File: src/rtl/ir_pkg.sv
// ir_pkg: shared IR link state encoding and timing constants for both ends of the link
package ir_pkg;
  typedef enum logic [1:0] {IDLE, MARK, SPACE, GAP} ir_state_t;
  localparam int BIT_CYCLES = 80000;
  localparam int MARK_ONE = 60000;
  localparam int MARK_ZERO = 20000;
  localparam int GAP_CYCLES = 100000;
  localparam int CARRIER_HALF = 1316;
  localparam int SAMPLE_CYCLES = 40000;
  localparam int MIN_CYCLES = 78000;
  localparam int MAX_CYCLES = 90000;
  function automatic int max_int(input int a, input int b);
    return a > b ? a : b;
  endfunction
endpackage

File: src/rtl/ir_carrier_gen.sv
// ir_carrier_gen: carrier phase divider, restarted high on each rising EN and held low while EN is low
module ir_carrier_gen #(
  parameter int HALF = ir_pkg::CARRIER_HALF
) (
  input  logic CLK,
  input  logic RESET,
  input  logic EN,
  output logic PHASE
);
  localparam int DW = $clog2(HALF + 1);
  logic [DW-1:0] div;
  logic en_d;
  logic wrap;
  assign wrap = div == DW'(HALF - 1);
  always_ff @(posedge CLK or posedge RESET) begin
    if (RESET) begin
      div <= '0;
      en_d <= 1'b0;
      PHASE <= 1'b0;
    end else begin
      en_d <= EN;
      div <= (!EN || !en_d || wrap) ? '0 : div + 1'b1;
      PHASE <= !EN ? 1'b0 : !en_d ? 1'b1 : wrap ? !PHASE : PHASE;
    end
  end
endmodule

File: src/rtl/ir_send.sv
// ir_send: serialises one byte per request into 8 pulse-width IR bit cells followed by a resync gap
module ir_send #(
  parameter int BIT_CYCLES = ir_pkg::BIT_CYCLES,
  parameter int MARK_ONE = ir_pkg::MARK_ONE,
  parameter int MARK_ZERO = ir_pkg::MARK_ZERO,
  parameter int GAP_CYCLES = ir_pkg::GAP_CYCLES,
  parameter int CARRIER_HALF = ir_pkg::CARRIER_HALF
) (
  input  logic       CLK,
  input  logic       RESET,
  input  logic [7:0] DATA,
  input  logic       SEND,
  output logic       READY,
  output logic       DONE,
  output logic       TX_ENV,
  output logic       TX_OUT
);
  localparam int CW = $clog2(ir_pkg::max_int(BIT_CYCLES, GAP_CYCLES));
  ir_pkg::ir_state_t state, state_n;
  logic [CW-1:0] cyc, cyc_n;
  logic [2:0] bit_idx, bit_n;
  logic [7:0] shift, shift_n;
  logic ready_n, done_n, env_n;
  logic mark_end, cell_end, gap_end;
  assign mark_end = cyc == (shift[0] ? CW'(MARK_ONE - 1) : CW'(MARK_ZERO - 1));
  assign cell_end = cyc == CW'(BIT_CYCLES - 1);
  assign gap_end = cyc == CW'(GAP_CYCLES - 1);
  a_legal: assert property (@(posedge CLK)
    MARK_ZERO < BIT_CYCLES / 2 && BIT_CYCLES / 2 < MARK_ONE && MARK_ONE < BIT_CYCLES);
  always_ff @(posedge CLK or posedge RESET) begin
    if (RESET) begin
      state <= ir_pkg::IDLE;
      cyc <= '0;
      bit_idx <= '0;
      shift <= '0;
      READY <= 1'b1;
      DONE <= 1'b0;
      TX_ENV <= 1'b1;
    end else begin
      state <= state_n;
      cyc <= cyc_n;
      bit_idx <= bit_n;
      shift <= shift_n;
      READY <= ready_n;
      DONE <= done_n;
      TX_ENV <= env_n;
    end
  end
  // cyc runs across the whole cell so mark and space share one counter
  always_comb begin
    state_n = state;
    cyc_n = (state == ir_pkg::IDLE) ? '0 : cyc + 1'b1;
    bit_n = bit_idx;
    shift_n = shift;
    ready_n = READY;
    done_n = 1'b0;
    env_n = TX_ENV;
    case (state)
      ir_pkg::IDLE:
        if (!READY) ready_n = 1'b1;
        else if (SEND) begin
          state_n = ir_pkg::MARK;
          shift_n = DATA;
          bit_n = '0;
          ready_n = 1'b0;
          env_n = 1'b0;
        end
      ir_pkg::MARK:
        if (mark_end) begin
          state_n = ir_pkg::SPACE;
          env_n = 1'b1;
        end
      ir_pkg::SPACE:
        if (cell_end) begin
          cyc_n = '0;
          if (bit_idx == 3'd7) state_n = ir_pkg::GAP;
          else begin
            state_n = ir_pkg::MARK;
            bit_n = bit_idx + 3'd1;
            shift_n = shift >> 1;
            env_n = 1'b0;
          end
        end
      ir_pkg::GAP:
        if (gap_end) begin
          state_n = ir_pkg::IDLE;
          cyc_n = '0;
          done_n = 1'b1;
        end
      default: state_n = ir_pkg::IDLE;
    endcase
  end
  // enabling on the next state keeps the carrier phase aligned with the registered envelope
  ir_carrier_gen #(.HALF(CARRIER_HALF)) u_carrier (
    .CLK(CLK),
    .RESET(RESET),
    .EN(state_n == ir_pkg::MARK),
    .PHASE(TX_OUT)
  );
endmodule

File: config.mk
export PLATFORM = sky130hd
export DESIGN_NAME = ir_send
export DESIGN_NICKNAME = d
export VERILOG_FILES = /design/src/rtl/ir_pkg.sv /design/src/rtl/ir_carrier_gen.sv /design/src/rtl/ir_send.sv
export SDC_FILE = /design/constraint.sdc
export NUM_CORES = 1
export LEC_CHECK = 0
export CORE_MARGIN = 5
export CORE_UTILIZATION = 40
export CTS_CLUSTER_SIZE = 30
export DETAILED_ROUTE_END_ITERATION = 10
export GPL_TIMING_DRIVEN = 0
export PLACE_DENSITY = 0.58
export REMOVE_ABC_BUFFERS = 1
export SYNTH_ARGS = -nofsm -noshare
export SYNTH_HDL_FRONTEND = slang
export SYNTH_HIERARCHICAL = 1
export SYNTH_SLANG_ARGS = --single-unit
File: constraint.sdc
create_clock -name CLK -period 6.42 [get_ports CLK]
set_input_delay 1.284 -clock CLK [delete_from_list [all_inputs] [get_ports CLK]]
set_output_delay 1.284 -clock CLK [all_outputs]
set_load 0.005 [all_outputs]
# After elaboration in Yosys (flattened, before gate mapping)
# Cells that the tools add are included.
# word_totals
reg_bits,46
wordCells,74
# classes
n_addsub,3
n_eq_ne,15
n_mux,36
reduce_logical,10
# op_table
op,n
2-to-1 mux 17 bit,3
"equality test 17 bit, second input constant",2
one-hot mux 17 bit (2 select lines),1
2-to-1 mux 8 bit,4
"adder 17 x 1 -> 17 bit, second input constant",1
equality test 17 x 16 -> 1 bit,1
2-to-1 mux 16 bit,1
one-hot mux 8 bit (2 select lines),1
2-to-1 mux 1 bit,12
2-to-1 mux 2 bit,6
2-to-1 mux 3 bit,4
"adder 11 x 1 -> 11 bit, second input constant",1
"equality test 11 bit, second input constant",1
2-to-1 mux 11 bit,1
"inequality test 2 bit, second input constant",5
one-hot mux 2 bit (4 select lines),1
one-hot mux 3 bit (2 select lines),1
AND reduction 6 bit,1
AND reduction 5 bit,1
"equality test 2 x 1 -> 1 bit, second input constant",2
"equality test 2 bit, second input constant",2
"adder 3 x 1 -> 3 bit, second input constant",1
"equality test 3 bit, second input constant",1
zero test 1 bit,3
6 further kinds,7

# Longest topological paths before layout
# logic_depth
word_depth,9
depth_mapped,8

# Modules after synthesis
# The synthesis kept the hierarchy.
# modules_own_cells
mod,n_inst,cells_each,area_each_um2
ir_send,1,169,1774.2
ir_carrier_gen,1,61,635.6

# Worst setup path after synthesis
# No wires, ideal clock.
# synth_path
path_kind,input-to-reg
startpoint,in SEND
endpoint,reg shift[0]
setup_time_ps,125
arrival_time_ps,1996
t_required_ps,6295
setup_slack_ps,4299
stages,3
path_cell_list,nand3_1 > o41ai_4 > mux2_2
# synth_between
elab_chain_len,2
# synth_rtl
item,line_no,source
"start, declared",ir_send.sv:12,"input logic SEND,"
inequality test 2 bit (no line),--,
AND reduction 5 bit (no line),--,
"end signal, assigned",ir_send.sv:43,shift <= shift_n;
"end, declared",ir_send.sv:22,"logic [7:0] shift, shift_n;"
# No other way between the ends.
# A chain may end at the register's enable or synchronous reset.

# Worst setup path after layout
# layout_path
startpoint,reg cyc[0]
endpoint,reg cyc[1]
# layout_between
elab_chain_len,4
word_cells_on_any_way,7
cone_classes,add/sub: 1; eq/ne: 2; mux: 4
# layout_rtl
item,line_no,source
"start, declared",ir_send.sv:20,"logic [CW-1:0] cyc, cyc_n;"
"start signal, assigned",ir_send.sv:41,cyc <= cyc_n;
adder 17 x 1 -> 17 bit,ir_send.sv:52,cyc_n = (state == ir_pkg::IDLE) ? '0 : cyc + 1'b1;
2-to-1 mux 17 bit,ir_send.sv:52,
"2-to-1 mux 17 bit, on equally long branches","ir_send.sv:85, ir_send.sv:74",
one-hot mux 17 bit (2 select lines) *,ir_send.sv:58,case (state)
net cyc_n[1],ir_send.sv:20,
# The timed path passes the listed nets; every way through them passes the cells marked *.

==> results.txt <==
Count of final setup violators -> 0
Hold Crit Class -> reg -> reg
Post-Route WL -> 4.66 mm
Worst path required time -> 6.53 ns
Commonest cells after routing, fill and taps aside -> dfrtp_1, a21oi_1, nand2_1
Tcrit/Tclk final -> 0.420
Worst Setup SP -> cyc[0]$_DFF_PP0_
Reg2reg setup slack -> 3.72 ns
I/O pin total -> 15
Vias per Instance -> 5.55
RSZ-0062 raised after global routing -> false
Final HPWL DP -> 3.18 mm
Num CTS Buffers -> 5
Netlist cell types -> 43
Power, Total -> 0.000832 W
Post-route setup TNS -> 0 ns
Final WS setup -> 3.72 ns
Metal2 WL -> 2.17 mm
Placement Setup Slack -> 3.54 ns
I/O Buffers -> 14
Clk buf depth -> 2
Number of diodes -> 0
Post-Syn Area -> 2410 µm²
Setup bufs post-CTS -> 0
Antenna-violating nets left -> 0
Fin crit period -> 2.70 ns
Starting Density -> 0.409
Slew HR -> 0.157
Syn. warnings -> 6
Clock Skew -> 0.0117 ns
Root buf cell -> clkbuf_8
CTS clock-pin slew for the worst setup and hold paths -> 0.09 ns
Synth Instances -> 230
Register area share after synthesis -> 0.479
Worst setup EP type -> register
Crit-path leading delay family -> compound AO/OA/AOI/OAI gates
Static leakage -> 1.16 nW
Worst-margin pin slew -> 1.26 ns
Num rows -> 28
Cts hold-fix bufs -> 0
Max Used Layer -> met4
Bufs and invs on worst path -> 0
Ys async rst share -> 1.00
Total track usage -> 0.131
RePlAce Congestion -> 0.735
FMAX -> 371 MHz
Post-CTS sizing -> 0
DR WL/cell -> 14.7 µm
H-tree Lvls -> 2
Area grow syn2layout -> 13.8%
First-pass DRT Iterations -> 4
R2r startpoint -> cyc[0]$_DFF_PP0_
CP peak stage delay -> 0.98 ns
Number of synthesized flops with an enable pin -> 0
Slowest CP cell -> o21ai_1
Cell Area, Placed -> 2610 µm²
Power Density -> 303 nW/µm²
Die area -> 7680 µm²
CP Cell Sequence -> ha_1, nor4b_1, nand4_1, o21ai_1, a21boi_0
Number of remaining DRC errors -> 0
Slew Limit Fails -> 0
Commonest non-fill, non-tap cell in the layout -> dfrtp_1
Via count -> 1764
CTS tree -> done
Grt total ovfl -> 0
Avg Cell Area, Syn -> 10.5 µm²
Core area -> 5890 µm²
CP Depth -> 5
RR Endpoint -> cyc[1]$_DFF_PP0_
M1 wire length -> 2.26 mm
Predominant post-synthesis flop cell -> dfrtp_1
Startpoint types -> register
Initial antenna violation count -> 0
Die height -> 87.6 µm
Pin count of the biggest net entering global routing -> 34
Crit path to -> cyc[1]$_DFF_PP0_
Max Cap Viol -> 0
R2R depth -> 5
Run status -> completed
Clock Sink Count -> 46
NumNets Final -> 257
Synth Register Bits -> 46
Final instance area -> 2740 µm²
Share of cells above drive strength 1 -> 0.132
Crit path kind -> reg -> reg
Maximum VDD drop -> 0.240 mV
Number of global-route vias before repair -> 1731
Skew-Pair Late Insertion Delay -> 0.30 ns
Met3 WL -> 207 µm
Initial DRC Count -> 105
Critical Path AT -> 2.80 ns
Final Hold Fails -> 0
Die Wd -> 87.6 µm
Crit Path Max Fanout -> 17
First-pass GRT wire length -> 8.15 mm
[area by class of cell]
class,instances,area [µm²]
Fill cell,561,3140
Multi-Input combinational cell,165,1180
Sequential cell,46,1150
Timing Repair Buffer,14,140
Tap cell,75,93.8
Clock buffer,5,68.8
Clock inverter,3,68.8
Inverter,10,37.5
[how the worst min path moves through the flow]
stage	start	to	slack (ns)	depth (start not counted)
2_1_floorplan	cyc[0]$_DFF_PP0_	cyc[0]$_DFF_PP0_	0.45	1
3_3_place_gp	TX_ENV$_DFFE_PP1P_	TX_ENV$_DFFE_PP1P_	0.45	2
3_5_place_dp	TX_ENV$_DFFE_PP1P_	TX_ENV$_DFFE_PP1P_	0.46	2
4_1_cts	TX_ENV$_DFFE_PP1P_	TX_ENV$_DFFE_PP1P_	0.48	2
5_1_grt	TX_ENV$_DFFE_PP1P_	TX_ENV$_DFFE_PP1P_	0.49	2
6_report	TX_ENV$_DFFE_PP1P_	TX_ENV$_DFFE_PP1P_	0.47	2
[state kept, by name (all words and copies together), names as in the netlist]
name / cells
u_carrier/en_d: 1
shift: 8
DONE: 1
state: 2
cyc: 17
u_carrier/div: 11
u_carrier/PHASE: 1
READY: 1
bit_idx: 3
TX_ENV: 1
[synth_stat cells, types with 7 or more instances]
library cell | n | area share
dfrtp_1 | 44 | 0.46
a21oi_1 | 19 | 0.039
nand2_1 | 16 | 0.025
mux2_2 | 14 | 0.065
nand3_1 | 12 | 0.025
nor2_1 | 11 | 0.017
inv_1 | 10 | 0.016
or4_1 | 9 | 0.028
xnor2_1 | 9 | 0.033
o31ai_1 | 8 | 0.025
nand4_1 | 7 | 0.018
[report_power, final]
part | switching, W | internal (W)
clock network | 0.000102 | 0.000156
logic | 0.0000774 | 0.0000824
registers | 0.0000658 | 0.000349
[metrics by stage]
stage | cells | hold WS [ns] | utilization
after CTS | 318 | 0.476 | 0.466
after global placement | 310 | 0.455 | 0.443
final | 318 | 0.471 | 0.466
after detailed placement | 310 | 0.460 | 0.443
after global routing | 318 | 0.486 | 0.466
after floorplan | 221 | 0.449 | -
[layer usage]
| layer | vias to the layer above | GRT usage |
|---|---|---|
| met4 | 0 | 0.0293 |
| met3 | 4 | 0.0263 |
| met1 | 855 | 0.190 |
| met5 | - | 0 |
| met2 | 26 | 0.205 |
| li1 | 879 | - |
[worst reg2reg max path, stage by stage (launching register included)]
cell and delay (ns):
dfrtp_1 0.39, ha_1 0.24, nor4b_1 0.46, nand4_1 0.22, o21ai_1 0.98, a21boi_0 0.23
[kinds of logic (layout without fill, tap and decap cells)]
kind of cell / count (synthesis) / in the layout / share of synthesized area
flip-flops: 46 / 46 / 0.479
multiplexers: 18 / 18 / 0.0820
buffers and inverters: 19 / 32 / 0.0317
adder cells (fa/ha/maj): 4 / 4 / 0.0208
AND/OR/NAND/NOR: 81 / 81 / 0.198
XOR/XNOR: 14 / 14 / 0.0509
AO/OA/AOI/OAI: 48 / 48 / 0.138
(Power assumes the default switching activity.)
